==> src/rtl/branch_record_pkg.sv <==
// Shared types and defaults for the branch recorder: record layout plus default sizing.
package branch_record_pkg;

    localparam int unsigned DEFAULT_ADDR_WIDTH = 17;
    localparam int unsigned DEFAULT_DEPTH      = 8;

    typedef struct packed {
        logic [DEFAULT_ADDR_WIDTH-1:0] address;
        logic                          take;
    } branch_record_t;

endpackage

==> src/rtl/branch_record_fifo.sv <==
// Two-write / one-read circular buffer for branch records; slot 0 is written before slot 1
// and the two writes are compacted onto consecutive entries.
module branch_record_fifo
    import branch_record_pkg::*;
#(
    parameter int unsigned DEPTH = DEFAULT_DEPTH,
    parameter int unsigned WIDTH = DEFAULT_ADDR_WIDTH + 1
) (
    input  logic                     clk,
    input  logic                     rst,
    input  logic                     wr0_en,
    input  logic [WIDTH-1:0]         wr0_data,
    input  logic                     wr1_en,
    input  logic [WIDTH-1:0]         wr1_data,
    input  logic                     pop,
    output logic [$clog2(DEPTH):0]   count,
    output logic [WIDTH-1:0]         head_data
);

    localparam int unsigned PW = $clog2(DEPTH);

    logic [WIDTH-1:0] mem_q [DEPTH];
    logic [PW-1:0]    head_q;
    logic [PW-1:0]    tail_q;
    logic [PW-1:0]    tail1;
    logic [PW:0]      count_q;
    logic [1:0]       n_wr;

    // Slot 1 lands right after slot 0 when both write, else directly at the tail.
    assign tail1 = wr0_en ? tail_q + PW'(1) : tail_q;
    assign n_wr  = {1'b0, wr0_en} + {1'b0, wr1_en};

    always_ff @(posedge clk) begin
        if (wr0_en) begin
            mem_q[tail_q] <= wr0_data;
        end
        if (wr1_en) begin
            mem_q[tail1] <= wr1_data;
        end
    end

    always_ff @(posedge clk) begin
        if (rst) begin
            head_q  <= '0;
            tail_q  <= '0;
            count_q <= '0;
        end else begin
            tail_q  <= tail_q + PW'(n_wr);
            head_q  <= head_q + PW'(pop);
            count_q <= count_q + (PW+1)'(n_wr) - (PW+1)'(pop);
        end
    end

    assign count     = count_q;
    assign head_data = mem_q[head_q];

endmodule

==> src/rtl/branch_recorder.sv <==
// Commit-side producer for the branch predictor update port; drains one record per cycle.
// Optional performance counters are built when BRANCH_STATS_EN is defined.
module branch_recorder
    import branch_record_pkg::*;
#(
    parameter int unsigned DEPTH      = DEFAULT_DEPTH,
    parameter int unsigned ADDR_WIDTH = DEFAULT_ADDR_WIDTH
) (
    input  logic                  clk,
    input  logic                  rst,
    input  logic                  commit0_en,
    input  logic [ADDR_WIDTH-1:0] commit0_address,
    input  logic                  commit0_take,
    input  logic                  commit0_pred,
    input  logic                  commit1_en,
    input  logic [ADDR_WIDTH-1:0] commit1_address,
    input  logic                  commit1_take,
    input  logic                  commit1_pred,
    output logic                  full,
    output logic                  branch_record_en,
    output logic [ADDR_WIDTH-1:0] branch_address,
    output logic                  branch_take,
    output logic [31:0]           branch_count,
    output logic [31:0]           mispredict_count
);

    localparam int unsigned CW = $clog2(DEPTH) + 1;

    logic [CW-1:0]       count;
    logic [ADDR_WIDTH:0] head_data;
    logic                wr0;
    logic                wr1;
    logic                pop;
    logic                record_en_q;
    logic [ADDR_WIDTH-1:0] address_q;
    logic                take_q;

    // All-or-nothing acceptance: a full queue drops both slots.
    assign full = count > CW'(DEPTH - 2);
    assign wr0  = commit0_en & ~full;
    assign wr1  = commit1_en & ~full;
    assign pop  = count != '0;

    branch_record_fifo #(
        .DEPTH (DEPTH),
        .WIDTH (ADDR_WIDTH + 1)
    ) u_fifo (
        .clk       (clk),
        .rst       (rst),
        .wr0_en    (wr0),
        .wr0_data  ({commit0_address, commit0_take}),
        .wr1_en    (wr1),
        .wr1_data  ({commit1_address, commit1_take}),
        .pop       (pop),
        .count     (count),
        .head_data (head_data)
    );

    always_ff @(posedge clk) begin
        if (rst) begin
            record_en_q <= 1'b0;
            address_q   <= '0;
            take_q      <= 1'b0;
        end else begin
            record_en_q <= pop;
            if (pop) begin
                address_q <= head_data[ADDR_WIDTH:1];
                take_q    <= head_data[0];
            end
        end
    end

    assign branch_record_en = record_en_q;
    assign branch_address   = address_q;
    assign branch_take      = take_q;

`ifdef BRANCH_STATS_EN
    logic [31:0] branch_count_q;
    logic [31:0] mispredict_count_q;
    logic        mis0;
    logic        mis1;

    assign mis0 = wr0 & (commit0_take ^ commit0_pred);
    assign mis1 = wr1 & (commit1_take ^ commit1_pred);

    always_ff @(posedge clk) begin
        if (rst) begin
            branch_count_q     <= '0;
            mispredict_count_q <= '0;
        end else begin
            branch_count_q     <= branch_count_q + 32'(wr0) + 32'(wr1);
            mispredict_count_q <= mispredict_count_q + 32'(mis0) + 32'(mis1);
        end
    end

    assign branch_count     = branch_count_q;
    assign mispredict_count = mispredict_count_q;
`else
    logic unused_pred;

    assign unused_pred      = commit0_pred ^ commit1_pred;
    assign branch_count     = '0;
    assign mispredict_count = '0;
`endif

endmodule

==> config.mk <==
export PLATFORM = sky130hd
export DESIGN_NAME = branch_recorder
export DESIGN_NICKNAME = d
export VERILOG_FILES = /design/src/rtl/branch_record_pkg.sv /design/src/rtl/branch_record_fifo.sv /design/src/rtl/branch_recorder.sv
export SDC_FILE = /design/constraint.sdc
export NUM_CORES = 1
export LEC_CHECK = 0
export ABC_AREA = 1
export BUFFER_PORTS_ARGS = -buffer_cell sky130_fd_sc_hd__buf_4
export CORE_MARGIN = 4
export CORE_UTILIZATION = 51
export DETAILED_ROUTE_END_ITERATION = 10
export PLACE_DENSITY = 0.74
export SYNTH_ARGS = -nofsm -noshare
export SYNTH_HDL_FRONTEND = slang
export SYNTH_SLANG_ARGS = --single-unit
export TNS_END_PERCENT = 20
==> constraint.sdc <==
create_clock -name clk -period 2.8 [get_ports clk]
set_input_delay 0.42 -clock clk [delete_from_list [all_inputs] [get_ports clk]]
set_output_delay 0.42 -clock clk [all_outputs]
set_load 0.03 [all_outputs]
Yosys cells after proc, flatten, opt, wreduce, memory -nomap -nowiden:

Memory sizes are Yosys's and may differ from the RTL's. A register that Yosys moved wholly into a read port is not among the register bits.
Index checks and enable logic that the tools add are counted.

* magnitude comparators: 1
* bitwise operators: 3
* multiplexer cells: 5
* reduce and logical (&&, ||, !) cells: 1
* $add $sub $neg: 6

Operators by type and width (count)
* adder 4 x 2 -> 4 bit: 1
* > comparator 4 x 3 -> 1 bit (second input constant): 1
* two-way mux 1 bit: 4
* nonzero test 4 bit: 1
* subtractor 4 x 1 -> 4 bit: 1
* adder 3 x 1 -> 3 bit: 1
* adder 3 x 1 -> 3 bit (second input constant): 1
* adder 3 x 2 -> 3 bit: 1
* two-way mux 3 bit: 1
* adder 1 x 1 -> 2 bit: 1
* bitwise AND 1 bit: 2
* inverter 1 bit: 1

* bits in registers: 11
* memories: 1
* memory bits (writable): 144
* output and inout bits: 84

Memories
* u_fifo.mem_q: words 8, width 18, rd ports 1, clocked after Yosys merged registers in 1, wr ports 2, line branch_record_fifo.sv:22 `logic [WIDTH-1:0] mem_q [DEPTH];`

Depth between registers and ports, before layout:

Gate-level depths: netlist of run 1.

* depth in word-level cells: 6
* depth in mapped cells: 16
* depth with buffers taken out: 16

Cells and area by module:

From an unflattened synthesis of run 1, not the netlist that was laid out.

* cells, all modules: 1288
* area, all modules: 10426.2 um2

Modules (own cells, without submodules)
* branch_record_fifo: cells an instance 1094, times used 1, area an instance 9064.9 um2, sequential area each 4524.3 um2
* branch_recorder: cells an instance 194, times used 1, area an instance 1361.3 um2, sequential area each 380.4 um2

Least setup slack after synthesis of run 1:

No wires, ideal clock.

* path type: register to register
* start: register u_fifo.count_q[3] (netlist: u_fifo.count[3])
* end: memory u_fifo.mem_q[6][0] in the netlist's numbering, enable pin
* stages on the path, launching flop included: 8
* path buffers: 0
* period minus slack after synthesis: 2838 ps
* arrival: 2420 ps
* library setup time: 418 ps
* slack: -38 ps
* cells stage by stage: dfxtp_1 > inv_1 > ha_1 > nand3_1 > nand3_2 > clkinv_1 > nand3_1 > o21ai_0

RTL lines
* start, declared: line branch_record_fifo.sv:26 `logic [PW:0] count_q;`
* start signal, assigned: line branch_record_fifo.sv:50 `count_q <= count_q + (PW+1)'(n_wr) - (PW+1)'(pop);`
* end, declared: line branch_record_fifo.sv:22

Worst setup path in the final report of run 1:

* start: register u_fifo.count_q[3] (netlist: u_fifo.count[3])
* end: register u_fifo.count_q[3] (netlist: u_fifo.count[3])

* cells in the longest elaborated chain, start to end: 6

RTL lines
* > comparator 4 x 3 -> 1 bit: line branch_recorder.sv:39 `assign full = count > CW'(DEPTH - 2);`
* inverter 1 bit: line branch_recorder.sv:40, branch_recorder.sv:41
* bitwise AND 1 bit, on equally long branches: line branch_recorder.sv:40, branch_recorder.sv:41
* adder 1 x 1 -> 2 bit: line branch_record_fifo.sv:31 `assign n_wr = {1'b0, wr0_en} + {1'b0, wr1_en};`
* adder 4 x 2 -> 4 bit: line branch_record_fifo.sv:50
* subtractor 4 x 1 -> 4 bit (*): line branch_record_fifo.sv:50

Mark *: on every way between the ends. The rest lies on a longest branch, timed or not.
A chain may end at the register's enable or synchronous reset.

==> impl_metrics.env, run 1 <==
export IMPL_clock_sinks=173
export IMPL_n_antenna_cell=0
export IMPL_synth_top_area_share_pct=43.7
export IMPL_synth_ff_type="edfxtp_1"
export IMPL_antenna_found_initial=0
export IMPL_mostFrequentLayoutCells="356 x nand2_1, 192 x nand3_1, 144 x edfxtp_1, 98 x inv_1, 98 x buf_4"
export IMPL_ios=126
export IMPL_grt_remaining_overflow=0
export IMPL_ff2ff_path_depth=15
export IMPL_hold_viol=0
export IMPL_synth_area_top_cells="edfxtp_1 44%, nand2_1 14%, nand3_1 9.8%"
export IMPL_reg2reg_slack_ns=0.27
export IMPL_r2r_end="u_fifo.count[3]"
export IMPL_gp_congestion=0.839
export IMPL_final_setup_viol_count=0
export IMPL_worst_path_most_repeated_cell="ha_1"
export IMPL_drt_total_wl_um=25700
export IMPL_syn_to_final_growth_pct=10.1
export IMPL_crit_type="flip-flop to flip-flop"
export IMPL_synth_area_um2=9890
export IMPL_hold_end="u_fifo.count[1]"
export IMPL_cpPeakStageDelay_ns=0.35
export IMPL_ant_nets=0
export IMPL_min_from="rst"
export IMPL_cts_tree="built"
export IMPL_yosys_warnings=0
export IMPL_hold_ws_ns=0.243
export IMPL_max_freq_ghz=0.396
export IMPL_critPathMaxFanout=8
export IMPL_p_sw_share_pct=42.8
export IMPL_dieArea_um2=21700
export IMPL_clockBufferDepth=2
export IMPL_finalPower_mw=11.3
export IMPL_grt_first_pass_wirelength_um=39800
export IMPL_synth_area_per_cell_um2=8.20
export IMPL_cts_htree_levels=4
export IMPL_p_leak_nw=4.95
export IMPL_fp_dieW_um=147
export IMPL_vdd_drop_max_mv=0.555
export IMPL_worstHoldPathCells=2
export IMPL_yosysUniqueCellTypes=27
export IMPL_cts_root_buf="clkbuf_16"
export IMPL_postCtsHoldBufs=0
export IMPL_die_h_um=147
export IMPL_crit_chain="inv_1 > ha_1 > nand2_1 > nand2_2 > nand3_2 > clkinvlp_4 > ha_1 > inv_1 > ha_1 > inv_1 > ha_1 > a21oi_1 > nand2_1 > o21ai_0 > a21oi_1"
export IMPL_path_clk_slew_ns=0.06
export IMPL_internal_power_mw=6.47
export IMPL_cp_start_kind="flip-flop"
export IMPL_start_util_pct=52.3
export IMPL_crit_path_end_kind="flip-flop"
export IMPL_maxSlewHeadroom_pct=49.0
export IMPL_grt_usage_pct=23.7
export IMPL_ys_seq_area_share_pct=49.6
export IMPL_maxCapViolations=0
export IMPL_syn_inst=1206
export IMPL_hpwl_um=16600
export IMPL_rsz0062_at_grt="no"
export IMPL_grt_pass1_vias=7441
export IMPL_min_period_ns=2.53
export IMPL_period_share_pct=90.3
export IMPL_insertion_delay_ns=0.43
export IMPL_grt_max_degree=75
export IMPL_combPwrFrac_pct=43.1
export IMPL_wl_per_cell_um=17.2
export IMPL_cts_made_buffers=17
export IMPL_synth_edf_count=144
export IMPL_crit_required_ns=3.12
export IMPL_layout_commonest_cell="nand2_1"
export IMPL_slew_viol_final=0
export IMPL_fillers=1633
export IMPL_row_count=50
export IMPL_async_flop_share_pct=0
export IMPL_drc=0
export IMPL_vias=8065
export IMPL_finClkSkew_ns=0.00862
export IMPL_worst_slew_pin_transition_ns=0.760
export IMPL_status="finished clean"
export IMPL_firstDrtPassIters=5
export IMPL_crit_slowest_cell="dfxtp_1"
export IMPL_synth_seq_cells=173
export IMPL_setup_tns_ns=0
export IMPL_core_um2=18900
export IMPL_io_buffers=59
export IMPL_p_switching_mw=4.83
export IMPL_pwr_share_clk_pct=21.1
export IMPL_drt_iter0_drc=713
export IMPL_reg2reg_from="u_fifo.count[3]"
export IMPL_nets=1275
export IMPL_power_density_nw_per_um2=1040
export IMPL_layout_drive_gt1_share_pct=12.7
export IMPL_worstPathArrival_ns=2.84
export IMPL_p_seq_share_pct=35.8
export IMPL_hp_class="input pin to flip-flop"
export IMPL_vias_per_cell=5.41
export IMPL_synth_top_cell_by_area="edfxtp_1"
==> flip-flops by register name, indices dropped and copies added (netlist names) <==
name              cells
branch_take           1
branch_record_en      1
u_fifo.count          4
u_fifo.head_q         3
u_fifo.tail_q         3
u_fifo.mem_q        144
branch_address       17
==> worst max-delay path, delay by kind of cell, from the launching register on <==
kind                     cells  cell delay, ns
buffers and inverters        4            0.40
adder cells (fa/ha/maj)      4            0.91
AND/OR/NAND/NOR              4            0.43
AO/OA/AOI/OAI                3            0.34
flip-flops                   1            0.35
==> timing repair <==
| action | in CTS | in global routing |
|---|---|---|
| endpoints found under the setup margin | 0 | 2 |
| endpoints found under the hold margin | 0 | 0 |
| resized for setup | 0 | 2 |
| setup buffers | 0 | 0 |
==> how the worst max path moves through the flow <==
stage	start	end	slack, ns	cells after the start
final	u_fifo.count[3]	u_fifo.count[3]	0.27	15
after global routing	u_fifo.count[3]	u_fifo.count[3]	0.03	16
after CTS	u_fifo.count[3]	u_fifo.count[3]	0.14	14
after detailed placement	u_fifo.count[3]	u_fifo.count[3]	0.17	14
after global placement	u_fifo.count[3]	u_fifo.count[3]	0.28	14
after floorplan	u_fifo.count[3]	u_fifo.mem_q[7][0]	0.08	5
==> synth_stat cells, types with 4 or more instances <==
master,instances
nand4_1,4
nand3_1,193
clkbuf_1,31
inv_1,98
buf_2,41
nor2_1,17
o211ai_1,24
dfxtp_1,29
o21ai_0,75
nand2_1,356
a21oi_1,62
edfxtp_1,144
clkbuf_2,9
ha_1,12
buf_4,84
nand2_2,7
buf_1,5
==> power groups by stage <==
stage                     clock (mW)  sequential, mW  combinational [mW]
after global placement             0            4.08                4.68
after global routing            2.51            4.12                5.38
after CTS                       2.40            4.05                4.83
final                           2.38            4.05                4.87
after floorplan                    0            4.05                3.29
after detailed placement           0            4.11                4.79
==> cell type report <==
| class | instances | area (um^2) | area share, % |
|---|---|---|---|
| sequential | 173 | 4910 | 45.1 |
| clock inverter | 13 | 123 | 1.13 |
| clock buffer | 19 | 475 | 4.37 |
| timing repair buffer | 103 | 836 | 7.68 |
| inverter | 100 | 379 | 3.48 |
| multi-input combinational | 824 | 3840 | 35.3 |
| tap | 260 | 325 | 2.99 |
==> metrics by stage <==
| step | instance area, um^2 | std cells | utilization (%) | setup slack (ns) |
|---|---|---|---|---|
| floorplan | 10100 | 1269 | - | 0.0838 |
| global placement | 10300 | 1460 | 54.4 | 0.280 |
| detailed placement | 10300 | 1460 | 54.4 | 0.169 |
| CTS | 10900 | 1492 | 57.6 | 0.135 |
| global route | 10900 | 1492 | 57.6 | 0.0255 |
| finish | 10900 | 1492 | 57.6 | 0.272 |
==> cells by family after synthesis <==
family | share of synthesized area (%)
AO/OA/AOI/OAI | 8.85
XOR/XNOR | 0.266
adder cells (fa/ha/maj) | 1.92
buffers and inverters | 14.3
flip-flops | 49.6
other | 0.0379
AND/OR/NAND/NOR | 25.0
==> layer usage <==
metal / routed length [um] / share of wire (%) / global-route usage [%]
met1: 10100 / 39 / 32.0
met2: 11700 / 45 / 37.2
met3: 2980 / 12 / 4.38
met4: 895 / 3.5 / 11.1
met5: 0 / 0 / 0
Note: power is estimated with default switching activity, not from simulation.
==> inputs of run 2 (changes only) <==
CORE_ASPECT_RATIO = 0.7   (was not set)
==> impl_metrics.env, run 2 (synthesized netlist as in run 1, its figures left out) <==
export IMPL_status="finished clean"
export IMPL_drt_iter0_drc=894
export IMPL_critPathMaxFanout=8
export IMPL_layout_drive_gt1_share_pct=11.9
export IMPL_die_h_um=124
export IMPL_fillers=1694
export IMPL_crit_chain="inv_1 > ha_1 > nand3_1 > nand3_2 > clkinv_1 > ha_1 > inv_1 > ha_1 > inv_1 > ha_1 > a21oi_1 > nand2_1 > o21ai_0 > a21oi_1"
export IMPL_maxSlewHeadroom_pct=48.5
export IMPL_p_leak_nw=4.90
export IMPL_cts_tree="built"
export IMPL_gp_congestion=0.831
export IMPL_ff2ff_path_depth=14
export IMPL_setup_tns_ns=0
export IMPL_r2r_end="u_fifo.count[3]"
export IMPL_reg2reg_from="u_fifo.count[3]"
export IMPL_insertion_delay_ns=0.44
export IMPL_crit_path_end_kind="flip-flop"
export IMPL_n_antenna_cell=0
export IMPL_min_from="rst"
export IMPL_hold_end="u_fifo.tail_q[1]"
export IMPL_ios=126
export IMPL_hold_ws_ns=0.261
export IMPL_clock_sinks=173
export IMPL_grt_max_degree=69
export IMPL_firstDrtPassIters=6
export IMPL_cts_htree_levels=4
export IMPL_post_cts_setup_buffer_count=0
export IMPL_wl_per_cell_um=17.8
export IMPL_row_count=42
export IMPL_path_clk_slew_ns=0.06
export IMPL_period_share_pct=93.2
export IMPL_finalWorstSetupSlack_ns=0.192
export IMPL_reg2reg_slack_ns=0.19
export IMPL_min_period_ns=2.61
export IMPL_ant_nets=0
export IMPL_cts_made_buffers=17
export IMPL_cts_root_buf="clkbuf_16"
export IMPL_core_um2=19000
export IMPL_cpPeakStageDelay_ns=0.32
export IMPL_grt_pass1_vias=7665
export IMPL_pre_cts_ws_ns=0.225
export IMPL_crit_type="flip-flop to flip-flop"
export IMPL_start_util_pct=52.1
export IMPL_mostFrequentLayoutCells="356 x nand2_1, 193 x nand3_1, 144 x edfxtp_1, 98 x inv_1, 93 x buf_4"
export IMPL_vias=8106
export IMPL_worstPathArrival_ns=2.93
export IMPL_cts_resized=0
export IMPL_dieArea_um2=21700
export IMPL_worst_path_most_repeated_cell="ha_1"
export IMPL_final_setup_viol_count=0
export IMPL_nets=1268
export IMPL_layout_commonest_cell="nand2_1"
export IMPL_fp_dieW_um=174
export IMPL_maxCapViolations=0
export IMPL_hp_class="input pin to flip-flop"
export IMPL_largest_register="u_fifo.mem_q"
export IMPL_drt_total_wl_um=26500
export IMPL_grt_remaining_overflow=0
export IMPL_io_buffers=59
export IMPL_vias_per_cell=5.44
export IMPL_max_freq_ghz=0.383
export IMPL_worstHoldPathCells=2
export IMPL_grt_usage_pct=24.5
export IMPL_antenna_found_initial=1
export IMPL_worst_slew_pin_transition_ns=0.773
export IMPL_crit_slowest_cell="dfxtp_1"
export IMPL_drc=0
export IMPL_vdd_drop_max_mv=0.495
export IMPL_grt_first_pass_wirelength_um=41200
export IMPL_slew_viol_final=0
export IMPL_syn_to_final_growth_pct=9.20
export IMPL_hold_viol=0
export IMPL_hpwl_um=16700
export IMPL_cp_start_kind="flip-flop"
export IMPL_power_density_nw_per_um2=1040
export IMPL_postCtsHoldBufs=0
export IMPL_largest_reg_flops=144
export IMPL_clockBufferDepth=2
export IMPL_finClkSkew_ns=0.0124
export IMPL_crit_required_ns=3.12
export IMPL_finalPower_mw=11.2
export IMPL_rsz0062_at_grt="no"
[run 2: changes by cell type in the layout (fill, tap and decap cells not counted), sizes merged]
| cell | previous run | this run |
|---|---|---|
| clkinv | 7 | 9 |
| clkbuf | 19 | 24 |
| buf | 103 | 96 |
| inv | 104 | 99 |
| bufinv | 1 | 0 |
| clkinvlp | 1 | 0 |
[run 2: critical path: cells and delay by family, from the launching register on]
| kind | cells | cell delay (ns) |
|---|---|---|
| compound gates | 3 | 0.34 |
| fa+ha+maj | 4 | 0.91 |
| buf+inv | 4 | 0.45 |
| flops | 1 | 0.32 |
| simple gates | 3 | 0.48 |
[run 2: where the power goes]
group          internal, mW  leakage (nW)  total (mW)  switching, mW
logic                  1.42          3.05        4.87           3.45
registers              3.64          1.56        4.04          0.406
clock network          1.34         0.296        2.34          0.995
total                  6.40          4.90        11.2           4.85
[run 2: layer usage]
layer / routed length [um] / up-vias / global-route usage [%]
met2: 12100 / 437 / 38.6
met3: 2950 / 50 / 5.79
met1: 10900 / 3758 / 33.5
met5: 13 / - / 0
met4: 528 / 2 / 8.19
li1: - / 3859 / -
[run 2: through the flow]
stage,utilization (%),instances,cell area (um^2)
4_1_cts,56.9,1489,10800
3_3_place_gp,53.8,1457,10200
3_5_place_dp,53.8,1457,10200
2_1_floorplan,-,1269,10100
6_report,56.9,1489,10800
5_1_grt,56.9,1489,10800
[run 2: layout make-up]
type,count,area (um^2),area share [%]
sequential,173,4910,45.5
multi-input combinational,824,3830,35.5
timing repair buffer,96,758,7.02
clock buffer,24,536,4.96
inverter,100,375,3.48
tap,264,330,3.06
clock inverter,8,52.6,0.487
[run 2: how the worst max path moves through the flow]
stage / slack (ns) / to / from
2_1_floorplan: 0.08 / u_fifo.mem_q[7][0] / u_fifo.count[3]
3_5_place_dp: 0.23 / u_fifo.count[2] / u_fifo.count[3]
3_3_place_gp: 0.26 / u_fifo.count[3] / u_fifo.count[3]
4_1_cts: 0.22 / u_fifo.count[2] / u_fifo.count[3]
6_report: 0.19 / u_fifo.count[3] / u_fifo.count[3]
5_1_grt: 0.01 / u_fifo.count[3] / u_fifo.count[3]
